**config.mk**
```make
export PLATFORM = sky130hd
export DESIGN_NAME = vga_mem_arbiter
export DESIGN_NICKNAME = d
export VERILOG_FILES = /design/src/rtl/vga_mem_arbiter.sv
export SDC_FILE = /design/constraint.sdc
export NUM_CORES = 1
export LEC_CHECK = 0
export CORE_UTILIZATION = 53
export DETAILED_ROUTE_END_ITERATION = 8
export PLACE_DENSITY = 0.79
export RECOVER_POWER = 25
export SLEW_MARGIN = 20
export SYNTH_ARGS = -nofsm -noshare
export SYNTH_HDL_FRONTEND = slang
export SYNTH_SLANG_ARGS = --single-unit
export TNS_END_PERCENT = 50
```
**constraint.sdc**
```tcl
create_clock -name pixel_clk -period 3.73 [get_ports pixel_clk]
set_input_delay 0.746 -clock pixel_clk [delete_from_list [all_inputs] [get_ports pixel_clk]]
set_output_delay 0.746 -clock pixel_clk [all_outputs]
set_load 0.005 [all_outputs]
```
**src/rtl/vga_mem_arbiter.sv**
```systemverilog
// Single-port RAM arbiter: display reads always win and have a fixed 2-cycle latency.
// Game-logic writes are buffered in a small FIFO and retired in idle (optionally blank) cycles.
module vga_mem_arbiter #(
  parameter int unsigned AW        = 8,
  parameter int unsigned DW        = 8,
  parameter int unsigned FIFO_LOG2 = 2,
  parameter bit          BLANK_ONLY = 1'b1
) (
  input  logic                 pixel_clk,
  input  logic                 rst,
  input  logic                 blank,
  input  logic                 disp_req,
  input  logic [AW-1:0]        disp_addr,
  output logic                 disp_valid,
  output logic [DW-1:0]        disp_data,
  input  logic                 wr_valid,
  output logic                 wr_ready,
  input  logic [AW-1:0]        wr_addr,
  input  logic [DW-1:0]        wr_data,
  output logic                 mem_en,
  output logic                 mem_we,
  output logic [AW-1:0]        mem_addr,
  output logic [DW-1:0]        mem_wdata,
  input  logic [DW-1:0]        mem_rdata,
  output logic [FIFO_LOG2:0]   fifo_level,
  output logic [15:0]          stall_cnt
);

  localparam int unsigned Depth = 2 ** FIFO_LOG2;

  typedef enum logic [1:0] {StIdle, StDisp, StWr} state_e;

  state_e               state_q, grant;
  logic [AW-1:0]        fifo_addr_q [Depth];
  logic [DW-1:0]        fifo_data_q [Depth];
  logic [FIFO_LOG2-1:0] rd_ptr_q, wr_ptr_q;
  logic [FIFO_LOG2:0]   level_q;
  logic [AW-1:0]        addr_hold_q;
  logic [DW-1:0]        wdata_hold_q;
  logic                 disp_valid_q;
  logic [DW-1:0]        disp_data_q;
  logic [15:0]          stall_q;
  logic                 push, pop, fifo_empty, drain_ok;

  // Level can only reach Depth when its MSB is set, so the MSB alone flags full.
  assign wr_ready   = ~rst & ~level_q[FIFO_LOG2];
  assign fifo_empty = (level_q == '0);
  assign drain_ok   = ~fifo_empty & (~BLANK_ONLY | blank);
  assign push       = wr_valid & wr_ready;
  assign pop        = (grant == StWr);

  assign fifo_level = level_q;
  assign disp_valid = disp_valid_q;
  assign disp_data  = disp_data_q;
  assign stall_cnt  = stall_q;

  always_comb begin
    grant = StIdle;
    if (rst) begin
      grant = StIdle;
    end else if (disp_req) begin
      grant = StDisp;
    end else if (drain_ok) begin
      grant = StWr;
    end
  end

  always_comb begin
    mem_en    = (grant != StIdle);
    mem_we    = (grant == StWr);
    mem_addr  = addr_hold_q;
    mem_wdata = wdata_hold_q;
    unique case (grant)
      StDisp: mem_addr = disp_addr;
      StWr: begin
        mem_addr  = fifo_addr_q[rd_ptr_q];
        mem_wdata = fifo_data_q[rd_ptr_q];
      end
      default: ;
    endcase
  end

  always_ff @(posedge pixel_clk) begin
    if (push) begin
      fifo_addr_q[wr_ptr_q] <= wr_addr;
      fifo_data_q[wr_ptr_q] <= wr_data;
    end
  end

  // state_q == StDisp is the first stage of the read-valid pipe (RAM data arriving).
  always_ff @(posedge pixel_clk) begin
    if (rst) begin
      state_q      <= StIdle;
      rd_ptr_q     <= '0;
      wr_ptr_q     <= '0;
      level_q      <= '0;
      addr_hold_q  <= '0;
      wdata_hold_q <= '0;
      disp_valid_q <= 1'b0;
      disp_data_q  <= '0;
      stall_q      <= '0;
    end else begin
      state_q <= grant;
      if (push) wr_ptr_q <= wr_ptr_q + 1'b1;
      if (pop)  rd_ptr_q <= rd_ptr_q + 1'b1;
      if (push && !pop) begin
        level_q <= level_q + 1'b1;
      end else if (pop && !push) begin
        level_q <= level_q - 1'b1;
      end
      if (grant != StIdle) begin
        addr_hold_q  <= mem_addr;
        wdata_hold_q <= mem_wdata;
      end
      disp_valid_q <= (state_q == StDisp);
      if (state_q == StDisp) disp_data_q <= mem_rdata;
      if (wr_valid && !wr_ready && stall_q != 16'hFFFF) stall_q <= stall_q + 16'd1;
    end
  end

endmodule

```
### Word level (Yosys, flattened, before mapping)

Memories as Yosys holds them, arrays and structs flattened. A register that Yosys moved wholly into a read port is not among the register bits.
Index checks and enable logic that the tools add are counted.

| word-level totals | value |
|---|---|
| memories kept | 2 |
| output and inout bits | 47 |
| bits in writable memories | 64 |
| bits in registers | 50 |

Memories:

| memory | words | bits a word | rd ports | clocked after Yosys merged registers in | write ports | RTL line | RTL |
|---|---|---|---|---|---|---|---|
| fifo_addr_q | 4 | 8 | 1 | 1 | 1 | 34 | `logic [AW-1:0] fifo_addr_q [Depth];` |
| fifo_data_q | 4 | 8 | 1 | 1 | 1 | 35 | `logic [DW-1:0] fifo_data_q [Depth];` |

| cells by class | value |
|---|---|
| reduce and logical (&&, ||, !) cells | 10 |
| equality and inequality tests | 4 |
| muxes and demuxes | 13 |
| bitwise operators | 6 |
| add/subtract/negate cells | 5 |

Operator list:

| kind | number |
|---|---|
| $add 16x1->16 const B | 1 |
| $ne 16x16->1 const B | 1 |
| $pmux 8 s2 | 1 |
| $mux 2 | 7 |
| $mux 8 | 1 |
| $mux 3 | 2 |
| $add 2x1->2 const B | 2 |
| $eq 2x1->1 const B | 2 |
| $logic_and 1x1->1 | 4 |
| $reduce_bool 2->1 | 2 |
| $add 3x1->3 const B | 1 |
| $and 1x1->1 | 3 |
| $logic_not 1->1 | 3 |
| $logic_not 3->1 | 1 |
| $not 1->1 | 3 |
| $sub 3x1->3 const B | 1 |
| $eq 2x2->1 const B | 1 |
| $mux 1 | 2 |

### Depth between registers and ports, before layout

Gate-level depths: netlist of the first run.

| depth | value |
|---|---|
| depth in word-level cells | 10 |
| gate-level depth with buffers | 12 |
| depth with buffers taken out | 10 |

### Least setup slack after synthesis of the first run

No wires, ideal clock.

| path | value |
|---|---|
| path type | input port to flip-flop |
| start point | in rst |
| end point | reg level_q[2] (netlist: fifo_level[2]) |
| arrival time | 3109 ps |
| path slack | 551 ps |
| buffers on the path | 3 |
| library setup time | 70 ps |
| stages on the path | 12 |
| cell sequence | clkbuf_1 > nor4b_1 > ha_1 > clkbuf_1 > buf_2 > inv_1 > ha_1 > inv_1 > fa_1 > xor2_1 > or3_1 > a21oi_1 |

RTL lines:

| element | RTL line | RTL |
|---|---|---|
| from (decl) | 10 | `input logic rst,` |
| $mux 2 (*) | 59 | `if (rst) begin` |
| net grant[1] | 33 | `state_e state_q, grant;` |
| $eq 2x2->1 (*) | n/a |  |
| net mem_we | 21 | `output logic mem_we,` |
| $logic_not 1->1 | 106 | `if (push && !pop) begin` |
| $logic_and 1x1->1 | 106 |  |
| $mux 3 or $reduce_bool 2->1 (tied branches) | n/a |  |
| to (signal assigned) | 107 | `level_q <= level_q + 1'b1;` |
| to (signal assigned) | 109 | `level_q <= level_q - 1'b1;` |
| to (decl) | 37 | `logic [FIFO_LOG2:0] level_q;` |

Mark *: on every way through the listed nets, which the timed path passes. The rest lies on a longest branch.
A chain may end at the register's enable or synchronous reset.

### Worst setup path in the final report of the first run

| path | value |
|---|---|
| start point | in disp_req |
| end point | out mem_addr[6] |

| between the ends | value |
|---|---|
| word-level cells in the longest chain between the ends | 4 |

RTL lines:

| element | RTL line | RTL |
|---|---|---|
| from (decl) | 12 | `input logic disp_req,` |
| $mux 2 (*) | 61 | `end else if (disp_req) begin` |
| $mux 2 (*) | 59 |  |
| net grant[1] | 33 |  |
| $eq 2x2->1 or $eq 2x1->1 (tied branches) | 73 | `unique case (grant)` |
| $pmux 8 s2 (*) | 73 |  |
| to (decl) | 22 | `output logic [AW-1:0] mem_addr,` |

Marked as above.

==> results of run 1 <==
worst max-delay path by stage:
stage / start / endpoint / slack (ns) / cells past startpoint
floorplan: rst / fifo_level[2]$_SDFFE_PP0P_ / 0.55 / 12
global placement: disp_req / mem_addr[1] / -0.08 / 8
detailed placement: disp_req / mem_addr[7] / -0.06 / 8
CTS: disp_req / mem_addr[5] / -0.04 / 9
global route: fifo_level[2]$_SDFFE_PP0P_ / mem_addr[7] / 0.008 / 9
finish: disp_req / mem_addr[6] / 0.09 / 9
routing by layer:
layer / global-route usage / wire [um] / part of all wire
met5: 0 / 0 / 0
met1: 0.269 / 4390 / 0.43
met3: 0.0709 / 639 / 0.062
met4: 0.0839 / 155 / 0.015
met2: 0.387 / 5080 / 0.50
worst reg2reg max path, cell delays in order (launching register included):
cell     delay, ns
dfxtp_1       0.37
nor3_2        0.33
nor4b_2       0.09
buf_4         0.14
ha_1          0.20
buf_12        0.17
inv_1         0.08
ha_1          0.17
inv_1         0.06
fa_1          0.37
xor2_1        0.16
or3_1         0.31
a21oi_1       0.14
layout by cell type, fill, tap and decap left out, drive strengths merged, types with 6 or more instances in the layout:
master	Yosys	layout
a21oi	26	26
a211oi	8	8
inv	8	14
buf	11	13
or3	6	6
nor2	40	40
a22oi	8	8
dlygate4sd3	0	14
ha	9	9
edfxtp	64	64
mux4	16	16
mux2i	10	10
clkdlybuf4s50	0	68
nand2	22	22
and3	7	7
clkbuf	10	17
dfxtp	52	52
mux2	11	11
cells by family after synthesis:
| family | count (synthesis) |
|---|---|
| adders and majority gates | 10 |
| and+or+nand+nor | 113 |
| AOI/OAI and AO/OA | 56 |
| buffers and inverters | 29 |
| muxes | 37 |
| xor gates and xnor gates | 6 |
| DFF | 116 |
report_power, final:
| group | switching, mW | internal [mW] | leakage [nW] |
|---|---|---|---|
| Clock | 0.608 | 1.03 | 0.295 |
| Combinational | 0.141 | 0.162 | 1.01 |
| Sequential | 0.0277 | 1.40 | 1.00 |
cell type report:
type | instances | share of cell area
clock inverters | 15 | 0.0299
repair buffers | 95 | 0.143
clock buffers | 17 | 0.0638
multi-input cells | 222 | 0.281
flip-flops and latches | 116 | 0.457
well taps | 108 | 0.0208
inverters | 8 | 0.00463
repair_timing:
action,4_1_cts,5_1_grt
endpoints found under the setup margin,8,12
resized for setup,1,10
gates cloned,0,0
per-stage QoR:
step | TNS [ns] | util | power, mW | hold slack, ns
final | 0 | 0.737 | 3.37 | 0.458
after global routing | 0 | 0.737 | 3.48 | 0.475
after floorplan | 0 | - | 1.59 | 0.453
after CTS | -0.0870 | 0.731 | 3.38 | 0.458
after global placement | -0.404 | 0.662 | 1.73 | 0.443
after detailed placement | -0.161 | 0.662 | 1.74 | 0.450
state kept, by name, indices dropped and copies added, names as in the netlist, named ones only:
signal,flops
disp_data,8
addr_hold_q,8
rd_ptr_q,2
stall_cnt,16
state_q,2
wdata_hold_q,8
wr_ptr_q,2
fifo_level,3
fifo_addr_q,32
fifo_data_q,32
disp_valid,1
==> run summary, run 1 <==
status: finished with violations
failing checks: design-rule violations
# diodes: 0
worst-margin pin slew: 0.832 ns
Hold Crit Depth: 2
Post-Synthesis Cell Area: 4870 um^2
Hold Path Class: flop to flop
placed cells: 549
Synth Area in Compound Gates: 0.0709
pre-CTS WS: -0.0567 ns
Syn Area/Cell: 13.3 um^2
# hold bufs at CTS: 0
Slew HR: 0.442
cell count of the worst reg-to-reg path: 12
hold path start: disp_data[3]$_SDFFE_PP0P_
placer congestion estimate: 0.805
I/O pin cnt: 84
Final Non-Filler Cells: 581
drt via density: 5.72
synth unique cells: 51
hpwl dp: 6370 um
Gate Count Post-Synth: 367
Pleak: 2.31 nW
Post-synth top cells: edfxtp_1, dfxtp_1, nor2_1
post-DR wirelength/cell: 17.7 um
Placed Instance Area: 5830 um^2
number of global-route vias before repair: 3362
design area: 6490 um^2
Top FF cell, synth: edfxtp_1
DR pass1 iterations: 9
asr flop ratio synth: 0
flops & latches, synth: 116
crit path max-delay cell type: clkdlybuf4s50_1
total gr overflow: 0
Final ANT Viol Nets: 0
crit path time final: 3.64 ns
share of cells above drive strength 1: 0.154
slowest stage delay, CP: 0.46 ns
clock buffer depth: 2
Fillers: 594
crit path max fanout: 8
CTS sink cnt: 116
Synth Area in XOR/XNOR: 0.0108
WS Path Type: primary input to output port
cell with the most instances after synthesis: edfxtp_1
largest family of logic cells by synthesized area: multiplexers
initial core utilization: 0.553
CP cell instances: clkdlybuf4s50_1 -> nor4b_2 -> buf_4 -> inv_1 -> buf_4 -> ha_2 -> a22oi_1 -> a21oi_1 -> clkdlybuf4s50_1
multiplexer share of the synthesized area: 0.132
Setup Buffers After CTS: 0
area taken by multi-input logic gates: 1820 um^2
die footprint: 9580 um^2
worst setup margin: 0.0910 ns
Final nets: 507
Max-Cap Viols: 0
CP Data Arrival Time: 2.89 ns
total global-route track usage: 0.226
DRC viols: 9
Synth top area share: 0.395
worst r2r src: fifo_level[2]$_SDFFE_PP0P_
Final Slew Violations: 0
PortBufs: 83
CTS tree: done
initial antenna violation count: 0
Detailed Route WL: 10300 um
Num CTS Buffers: 17
Adder-Cell Fraction of Synth Area: 0.0272
via count: 3323
RR Endpoint: fifo_level[2]$_SDFFE_PP0P_
Register Area: 2960 um^2
total number of H-tree levels: 4
Area growth, synth to finish: 33.2%
final-report hold violation count: 0
die height: 97.9 um
crit share post-route: 0.976
Root Buffer: clkbuf_8
Simple-Gate Fraction of Synth Area: 0.122
CP bufs+invs: 5
Core Area: 8810 um^2
sequential share of the synthesized area: 0.608
flop-to-flop setup slack: 1.07 ns
crit path launch type: primary input
Syn Nets: 414
Worst setup EP type: output port
Die X: 97.9 um
largest net degree at the start of global routing: 58
Synthesis Warnings: 0
Post-synth EDFFs: 64
setup repair after global routing missed its margin: no
delay-heaviest family, CP: buffers and inverters
CTS clk-pin slew, worst paths: 0.06 ns
Clk Latency, worst-skew pair: 0.52 ns
Clock Skew: 0.00586 ns
Synth area leaders: edfxtp_1, dfxtp_1, mux4_1
Rows: 34
Required @ worst endpoint: 2.98 ns
leading area contributor after synthesis: edfxtp_1
global-route wire length before repair: 16300 um
peak supply drop: 412 uV
PD cells: 519 nW/um^2
fmax: 275 MHz
Worst Hold End: disp_data[3]$_SDFFE_PP0P_
final setup fails: 0
DRT iter0 DRCs: 248
No activity file was read; power rests on OpenSTA's default activity.
==> inputs of run 2 (changes only) <==
- SLEW_MARGIN: 20 -> 10
==> results of run 2 <==
Same layout as run 1: the final DEF is identical, and so are final timing and power.
